[config.mk]
export PLATFORM = sky130hd
export DESIGN_NAME = change_dispenser
export DESIGN_NICKNAME = d
export VERILOG_FILES = /design/src/rtl/change_dispenser.sv
export SDC_FILE = /design/constraint.sdc
export NUM_CORES = 1
export LEC_CHECK = 0
export ABC_AREA = 1
export ABC_CLOCK_PERIOD_IN_PS = 6740
export CORE_MARGIN = 5
export CORE_UTILIZATION = 40
export CTS_BUF_LIST = sky130_fd_sc_hd__clkbuf_8
export DETAILED_ROUTE_END_ITERATION = 10
export SYNTH_ARGS = -nofsm -noshare
export SYNTH_HDL_FRONTEND = slang
export SYNTH_SLANG_ARGS = --single-unit
[constraint.sdc]
create_clock -name CLK -period 6.74 [get_ports CLK]
set_input_delay 1.011 -clock CLK [delete_from_list [all_inputs] [get_ports CLK]]
set_output_delay 1.011 -clock CLK [all_outputs]
set_load 0.02 [all_outputs]
[src/rtl/change_dispenser.sv]
// Change payout stage: pays a latched amount greedily as one coin pulse per clock,
// bounded by per-denomination inventories, and reports any unpaid residue.
module change_dispenser #(
  parameter int unsigned WIDTH     = 16,
  parameter int unsigned INV_W     = 8,
  parameter int unsigned INIT_1000 = 20,
  parameter int unsigned INIT_500  = 20,
  parameter int unsigned INIT_100  = 50,
  parameter int unsigned INIT_50   = 50
) (
  input  logic             CLK,
  input  logic             RST,
  input  logic [WIDTH-1:0] IN_CHANGE,
  input  logic             IN_LOAD,
  input  logic             IN_REFILL,
  output logic             OUT_1000WON,
  output logic             OUT_500WON,
  output logic             OUT_100WON,
  output logic             OUT_50WON,
  output logic             OUT_BUSY,
  output logic             OUT_DONE,
  output logic             OUT_SHORT,
  output logic [WIDTH-1:0] OUT_REMAIN,
  output logic [3:0]       OUT_INV_EMPTY
);

  typedef enum logic [0:0] {StIdle, StDispense} state_e;

  state_e                 state_q, state_d;
  logic [WIDTH-1:0]       rem_q, rem_d;
  logic [3:0][INV_W-1:0]  inv_q, inv_d;
  logic [3:0]             coin_q, coin_d;
  logic                   busy_q, busy_d;
  logic                   done_q, done_d;
  logic                   short_q, short_d;
  logic [3:0]             empty_q, empty_d, empty_init;

  logic [3:0][INV_W-1:0]  inv_init;
  logic [3:0][WIDTH-1:0]  denom;
  logic [3:0]             eligible;
  logic [3:0]             pick;
  logic [WIDTH-1:0]       change_val;

  // Index 0 is the largest denomination, so lowest set bit = highest priority.
  assign inv_init = {INV_W'(INIT_50), INV_W'(INIT_100), INV_W'(INIT_500), INV_W'(INIT_1000)};
  assign denom    = {WIDTH'(50), WIDTH'(100), WIDTH'(500), WIDTH'(1000)};

  // IN_CHANGE carries its MSB on bit 0; reverse into natural order.
  assign change_val = {<<{IN_CHANGE}};

  always_comb begin
    for (int i = 0; i < 4; i++) begin
      eligible[i]   = (rem_q >= denom[i]) && (inv_q[i] != '0);
      empty_init[i] = (inv_init[i] == '0);
    end
    pick = eligible & ~(eligible - 4'd1);
  end

  always_comb begin
    state_d = state_q;
    rem_d   = rem_q;
    inv_d   = inv_q;
    coin_d  = '0;
    busy_d  = busy_q;
    done_d  = 1'b0;
    short_d = short_q;
    unique case (state_q)
      StIdle: begin
        // Refill takes effect before a simultaneous load starts paying.
        if (IN_REFILL) inv_d = inv_init;
        if (IN_LOAD) begin
          rem_d   = change_val;
          short_d = 1'b0;
          busy_d  = 1'b1;
          state_d = StDispense;
        end
      end
      StDispense: begin
        if (eligible != '0) begin
          coin_d = pick;
          for (int i = 0; i < 4; i++) begin
            if (pick[i]) begin
              rem_d    = rem_q - denom[i];
              inv_d[i] = inv_q[i] - INV_W'(1);
            end
          end
        end else begin
          done_d  = 1'b1;
          busy_d  = 1'b0;
          short_d = (rem_q != '0);
          state_d = StIdle;
        end
      end
      default: state_d = StIdle;
    endcase
    for (int i = 0; i < 4; i++) empty_d[i] = (inv_d[i] == '0);
  end

  always_ff @(posedge CLK) begin
    if (RST) begin
      state_q <= StIdle;
      rem_q   <= '0;
      inv_q   <= inv_init;
      coin_q  <= '0;
      busy_q  <= 1'b0;
      done_q  <= 1'b0;
      short_q <= 1'b0;
      empty_q <= empty_init;
    end else begin
      state_q <= state_d;
      rem_q   <= rem_d;
      inv_q   <= inv_d;
      coin_q  <= coin_d;
      busy_q  <= busy_d;
      done_q  <= done_d;
      short_q <= short_d;
      empty_q <= empty_d;
    end
  end

  assign OUT_1000WON   = coin_q[0];
  assign OUT_500WON    = coin_q[1];
  assign OUT_100WON    = coin_q[2];
  assign OUT_50WON     = coin_q[3];
  assign OUT_BUSY      = busy_q;
  assign OUT_DONE      = done_q;
  assign OUT_SHORT     = short_q;
  assign OUT_REMAIN    = rem_q;
  assign OUT_INV_EMPTY = empty_q;

endmodule

# --- After elaboration in Yosys (flattened, before gate mapping) ---
# Cells that the tools add are included.
totals:
  regBits: 60
  in_bits: 20
  out_inout_bits: 27
op_classes:
  add_sub_neg: 9
  n_lt_le_gt_ge: 4
  n_eq_ne: 4
  mux: 24
  n_bitwise: 4
  reduce_logical: 18
op_table:
  columns: ["op", "n"]
  rows:
  - ["$mux 16", 6]
  - ["$mux 32", 2]
  - ["$pmux 32 s2", 1]
  - ["$logic_not 8->1", 4]
  - ["$mux 8", 4]
  - ["$pmux 16 s2", 1]
  - ["$reduce_bool 8->1", 4]
  - ["$sub 8x1->8 const B", 4]
  - ["$ge 16x10->1 const B", 1]
  - ["$ge 16x6->1 const B", 1]
  - ["$ge 16x7->1 const B", 1]
  - ["$ge 16x9->1 const B", 1]
  - ["$reduce_bool 16->1", 1]
  - ["$sub 16x10->16 const B", 1]
  - ["$sub 16x6->16 const B", 1]
  - ["$sub 16x7->16 const B", 1]
  - ["$sub 16x9->16 const B", 1]
  - ["$mux 1", 7]
  - ["$pmux 1 s2", 3]
  - ["$ne 5x1->1 const B", 1]
  - ["$and 4x4->4", 1]
  - ["$logic_and 1x1->1", 4]
  - ["$ne 2x2->1 const B", 2]
  - ["$not 4->4", 1]
  - ["other kinds (8)", 9]

# --- Longest topological paths before layout ---
logic_depth:
  word_depth: 11
  depth_mapped: 19

# --- Worst setup path after synthesis ---
# Ideal clock, no wire load.
synth_path:
  path_type: "register to register"
  start: "register rem_q[3] (netlist: OUT_REMAIN[3])"
  end: "register rem_q[8] (netlist: OUT_REMAIN[8])"
  setup_time_ns: 0.138
  t_arrival_ns: 2.149
  required_time_ns: 6.602
  setup_slack_ns: 4.453
  path_stages_with_launch: 18
  n_path_buf: 1
  synth_period_minus_slack_ns: 2.287
  cell_sequence: "dfxtp_1 inv_1 ha_1 nand2_1 nand2_1 nand2_1 nor2_2 nand2_2 nand2_4 inv_4 nand3_2 buf_2 nand2_1 nand2_1 nand2_1 nand3_1 nand2_1 a21oi_2"
synth_via:
  elab_chain_cells: 10
  word_cells_on_any_way: 25
  classes_between: "5 x add/sub; 4 x order compare; 2 x eq/ne; 6 x mux; 2 x bitwise; 6 x reduce/logical"
synth_lines:
  columns: ["element", "line", "text"]
  rows:
  - ["start, declared", "30", "logic [WIDTH-1:0] rem_q, rem_d;"]
  - ["start signal, assigned", "111", "rem_q <= rem_d;"]
  - ["$ge 16x10->1 / $ge 16x9->1 (equally long branches)", "53", "eligible[i] = (rem_q >= denom[i]) && (inv_q[i] != '0);"]
  - ["$logic_and 1x1->1", "53", null]
  - ["$sub 4x1->4", "56", "pick = eligible & ~(eligible - 4'd1);"]
  - ["$not 4->4", "56", null]
  - ["$and 4x4->4", "56", null]
  - ["$mux 16 (3 in series)", "82", "if (pick[i]) begin"]
  - ["$mux 16", "79", "if (eligible != '0) begin"]
  - ["$pmux 16 s2", "67", "unique case (state_q)"]
# Parallel ways exist; a longest one is shown, timed or not. The select of a mux whose other input is x is not followed.
# A chain may end at the register's enable or synchronous reset.

# --- Worst setup path in the final report ---
layout_path:
  start: "register rem_q[3] (netlist: OUT_REMAIN[3])"
  end: "register empty_q[1] (netlist: OUT_INV_EMPTY[1])"
layout_via:
  elab_chain_cells: 9
  word_cells_on_any_way: 16
  classes_between: "1 x add/sub; 4 x order compare; 3 x mux; 2 x bitwise; 6 x reduce/logical"
layout_lines:
  columns: ["element", "line", "text"]
  rows:
  - ["$ge 16x10->1 / $ge 16x9->1 (equally long branches)", "53", null]
  - ["$logic_and 1x1->1", "53", null]
  - ["$sub 4x1->4", "56", null]
  - ["$not 4->4", "56", null]
  - ["$and 4x4->4", "56", null]
  - ["$mux 8", "82", null]
  - ["$mux 32 (*)", "79", null]
  - ["$pmux 32 s2 (*)", "67", null]
  - ["$logic_not 8->1 (*)", "96", "for (int i = 0; i < 4; i++) empty_d[i] = (inv_d[i] == '0);"]
  - ["end signal, assigned", "108", "empty_q <= empty_init;"]
  - ["end signal, assigned", "117", "empty_q <= empty_d;"]
  - ["end, declared", "36", "logic [3:0] empty_q, empty_d, empty_init;"]
# Mark *: on every way between the ends. The rest lies on a longest branch, timed or not.

==> out/qor.csv <==
stage,metric,value,unit
worst_setup_path,slowest_delay,590,ps
worst_hold_path,hold_depth,2,
worst_setup_path,r2r_cells,17,
worst_setup_path,cp_max_fo,16,
logic_synthesis,netlist_top_cells_count,"254 x nand2_1, 110 x nor2_1, 73 x inv_1",
floorplan,die_area,14700,um2
timing,slew_viol_final,0,
routing,drtIter0Drc,326,
logic_synthesis,synth_warnings,0,
finish,area_growth,14.5,%
cts,clkTransAtPathRegs,80,ps
logic_synthesis,yosysSeqAreaShare,0.243,
logic_synthesis,synth_area_leaders,"dfxtp_1 24%, nand2_1 19%, nor2_1 8.3%",
logic_synthesis,netlist.area_leader.share,0.243,
timing,hold_ws,489,ps
timing,setup_viol,0,
cts,cts_buffers,9,
routing,drc,0,
worst_setup_path,worstPathCellList,inv_1 > ha_1 > nor2_2 > nand2_1 > nand2_1 > nor2_1 > nor2_1 > nand2_2 > inv_2 > nand2_1 > nand2_1 > o21ai_1 > inv_1 > nand2_1 > nor2_1 > nand2_1 > nor2_1,
floorplan,die_h,121,um
finish,fillers,1285,
worst_setup_path,worstSetupPathType,reg -> reg,
placement,dp_worst_setup_slack,3540,ps
finish,final_nets,885,
finish,regArea,1200,um2
routing,final_antenna_net_count,0,
cts,postCtsSetupBuffers,0,
cts,cts_sinks,60,
routing,routed_wl,15.0,mm
worst_setup_path,path_common_cell,nand2_1,
finish,drive_above_1_share,0.0877,
worst_setup_path,r2r-end,OUT_INV_EMPTY[1]$_SDFF_PP0_,
floorplan,rows,40,
worst_setup_path,crit_required,7060,ps
logic_synthesis,async_reset_ff_frac,0,
global_routing,antenna_found_initial,0,
global_routing,grt_pass1_wl,24.7,mm
worst_setup_path,cp-startpoint,OUT_REMAIN[3]$_SDFFE_PP0P_,
floorplan,die_w,121,um
global_routing,first_global_vias,5006,
worst_setup_path,worst_setup_path_start_kind,flip-flop,
worst_setup_path,arrival,3610,ps
logic_synthesis,netlist_instances,819,
timing,fmax,303,MHz
routing,avgViaCountPerCell,5.06,
logic_synthesis,avgSynthCellArea,6.04,um2
timing,layout_worst_path_cycle_share,0.489,
logic_synthesis,post-synth-top-count-cell,nand2_1,
timing,tightestPinTransition,786,ps
routing,firstDrtPassIters,5,
worst_setup_path,rrSetupSlack,3440,ps
worst_setup_path,slowest_stage,nor2_1,
logic_synthesis,ys_ff_latch,60,
power,peakVddDrop,0.176,mV
timing,fin_skew,7.89,ps
cts,h-tree-depth,3,
run,drv_cap,0,
finish,multi_input_area,3240,um2
outcome,status,"finished, final reports clean",
timing,timing.final.ws_setup,3440,ps
logic_synthesis,ys.flop_type,dfxtp_1,
worst_setup_path,crit_path_end,OUT_INV_EMPTY[1]$_SDFF_PP0_,
logic_synthesis,synth_area,4950,um2
power,p_leak,2.50,nW
finish,antenna_cells,0,
routing,routedWlPerCell,14.7,um
routing,vias,5173,
placement,dp.final_hpwl,10.9,mm
cts,cts.path.max_buffers,2,
cts,hold_buffers,0,
cts,cts_tree,built,
cts,cts_root_buf,clkbuf_8,
timing,final-hold-violation-count,0,
worst_hold_path,hold_class,reg -> reg,
floorplan,start_util,0.410,
placement,io_buffer_count,46,
worst_setup_path,worstReg2RegStart,OUT_REMAIN[3]$_SDFFE_PP0P_,
timing,tns,0,ps
global_routing,grt_usage,0.211,
timing,relSlewSlack,0.474,
logic_synthesis,synth.distinct_cells,36,
floorplan,io_pins,47,
timing,finalCriticalPeriod,3300,ps
placement,gp_congestion,0.949,
power,powerDensity,216,nW/um2
cts,post_cts_resized,0,
global_routing,grt_overflow_total,0,
logic_synthesis,syn_nets,854,
cts,insertion_delay,370,ps
logic_synthesis,synth_edf_count,0,
floorplan,coreArea,12100,um2
logic_synthesis,synth_top_area_cell,dfxtp_1,
global_routing,grt_max_degree,50,
timing,rsz0062_at_grt,no,
worst_setup_path,crit_path_end_kind,flip-flop,
cell families (layout without fill, tap and decap cells):
| group | Yosys count | count (layout) | synth area share |
|---|---|---|---|
| xor+xnor | 44 | 44 | 0.0779 |
| simple gates | 493 | 493 | 0.437 |
| buf+inv | 117 | 153 | 0.103 |
| compound gates | 90 | 90 | 0.101 |
| fa+ha+maj | 15 | 15 | 0.0379 |
| flops | 60 | 60 | 0.243 |
power breakdown:
group | total [mW] | switching [mW] | internal, mW | leakage, nW
registers | 0.409 | 0.0360 | 0.373 | 0.490
logic | 0.475 | 0.315 | 0.161 | 1.92
clock network | 0.341 | 0.169 | 0.172 | 0.0918
routing by layer:
metal	track usage	wire (um)	part of all wire	up-vias
met4	0.0714	378	0.025	0
met1	0.257	6640	0.44	2351
met3	0.0503	839	0.056	29
li1	-	-	-	2641
met2	0.365	7140	0.48	152
met5	0	0	0	-
worst max-delay path, delay by kind of cell (launching register included):
kind	cells	cell delay, ps
buffers and inverters	3	480
AO/OA/AOI/OAI	1	50
adder cells (fa/ha/maj)	1	310
AND/OR/NAND/NOR	12	1990
flip-flops	1	420
cells in the final DEF (no fill, tap or decap), types with 6 or more instances in the layout:
cell type,n
o21ai_1,7
ha_1,15
nor2_2,10
xor2_1,43
a21oi_2,6
nand2_1,254
nor2_1,110
dfxtp_1,59
inv_2,8
o211ai_1,6
nand4_1,14
clkdlybuf4s50_1,45
clkbuf_8,9
nand2_2,10
o21ai_0,34
a21oi_1,34
nand2_4,6
nand3_1,70
nor3_1,8
inv_1,73
stage by stage:
step                cells   util  cell area [um2]  total power [mW]
finish               1023  0.470             5660              1.23
global route         1023  0.470             5660              1.31
CTS                  1023  0.470             5660              1.23
detailed placement   1007  0.453             5470             0.887
global placement     1007  0.453             5470             0.885
floorplan             819      -             4950             0.765
registers in the layout (all words and copies together), names as in the netlist:
| register | count |
|---|---|
| OUT_DONE | 1 |
| coin_q | 4 |
| OUT_INV_EMPTY | 4 |
| state_q | 1 |
| OUT_SHORT | 1 |
| OUT_BUSY | 1 |
| inv_q | 32 |
| OUT_REMAIN | 16 |
worst min-delay path by stage:
stage                                      start                endpoint  slack, ps
after floorplan             inv_q[10]$_SDFF_PP1_    inv_q[10]$_SDFF_PP1_        510
after global placement    OUT_SHORT$_SDFFE_PP0P_  OUT_SHORT$_SDFFE_PP0P_        470
after detailed placement   OUT_BUSY$_SDFFE_PP0P_   OUT_BUSY$_SDFFE_PP0P_        480
after CTS                  OUT_BUSY$_SDFFE_PP0P_   OUT_BUSY$_SDFFE_PP0P_        490
after global routing       OUT_BUSY$_SDFFE_PP0P_   OUT_BUSY$_SDFFE_PP0P_        530
final                      OUT_BUSY$_SDFFE_PP0P_   OUT_BUSY$_SDFFE_PP0P_        490
layout make-up:
| class | count | share of cell area |
|---|---|---|
| Clock buffer | 9 | 0.0219 |
| Clock inverter | 7 | 0.0133 |
| Inverter | 88 | 0.0599 |
| Multi-Input combinational cell | 642 | 0.571 |
| Sequential cell | 60 | 0.212 |
| Tap cell | 168 | 0.0371 |
| Timing Repair Buffer | 49 | 0.0844 |
(Power assumes the default switching activity.)
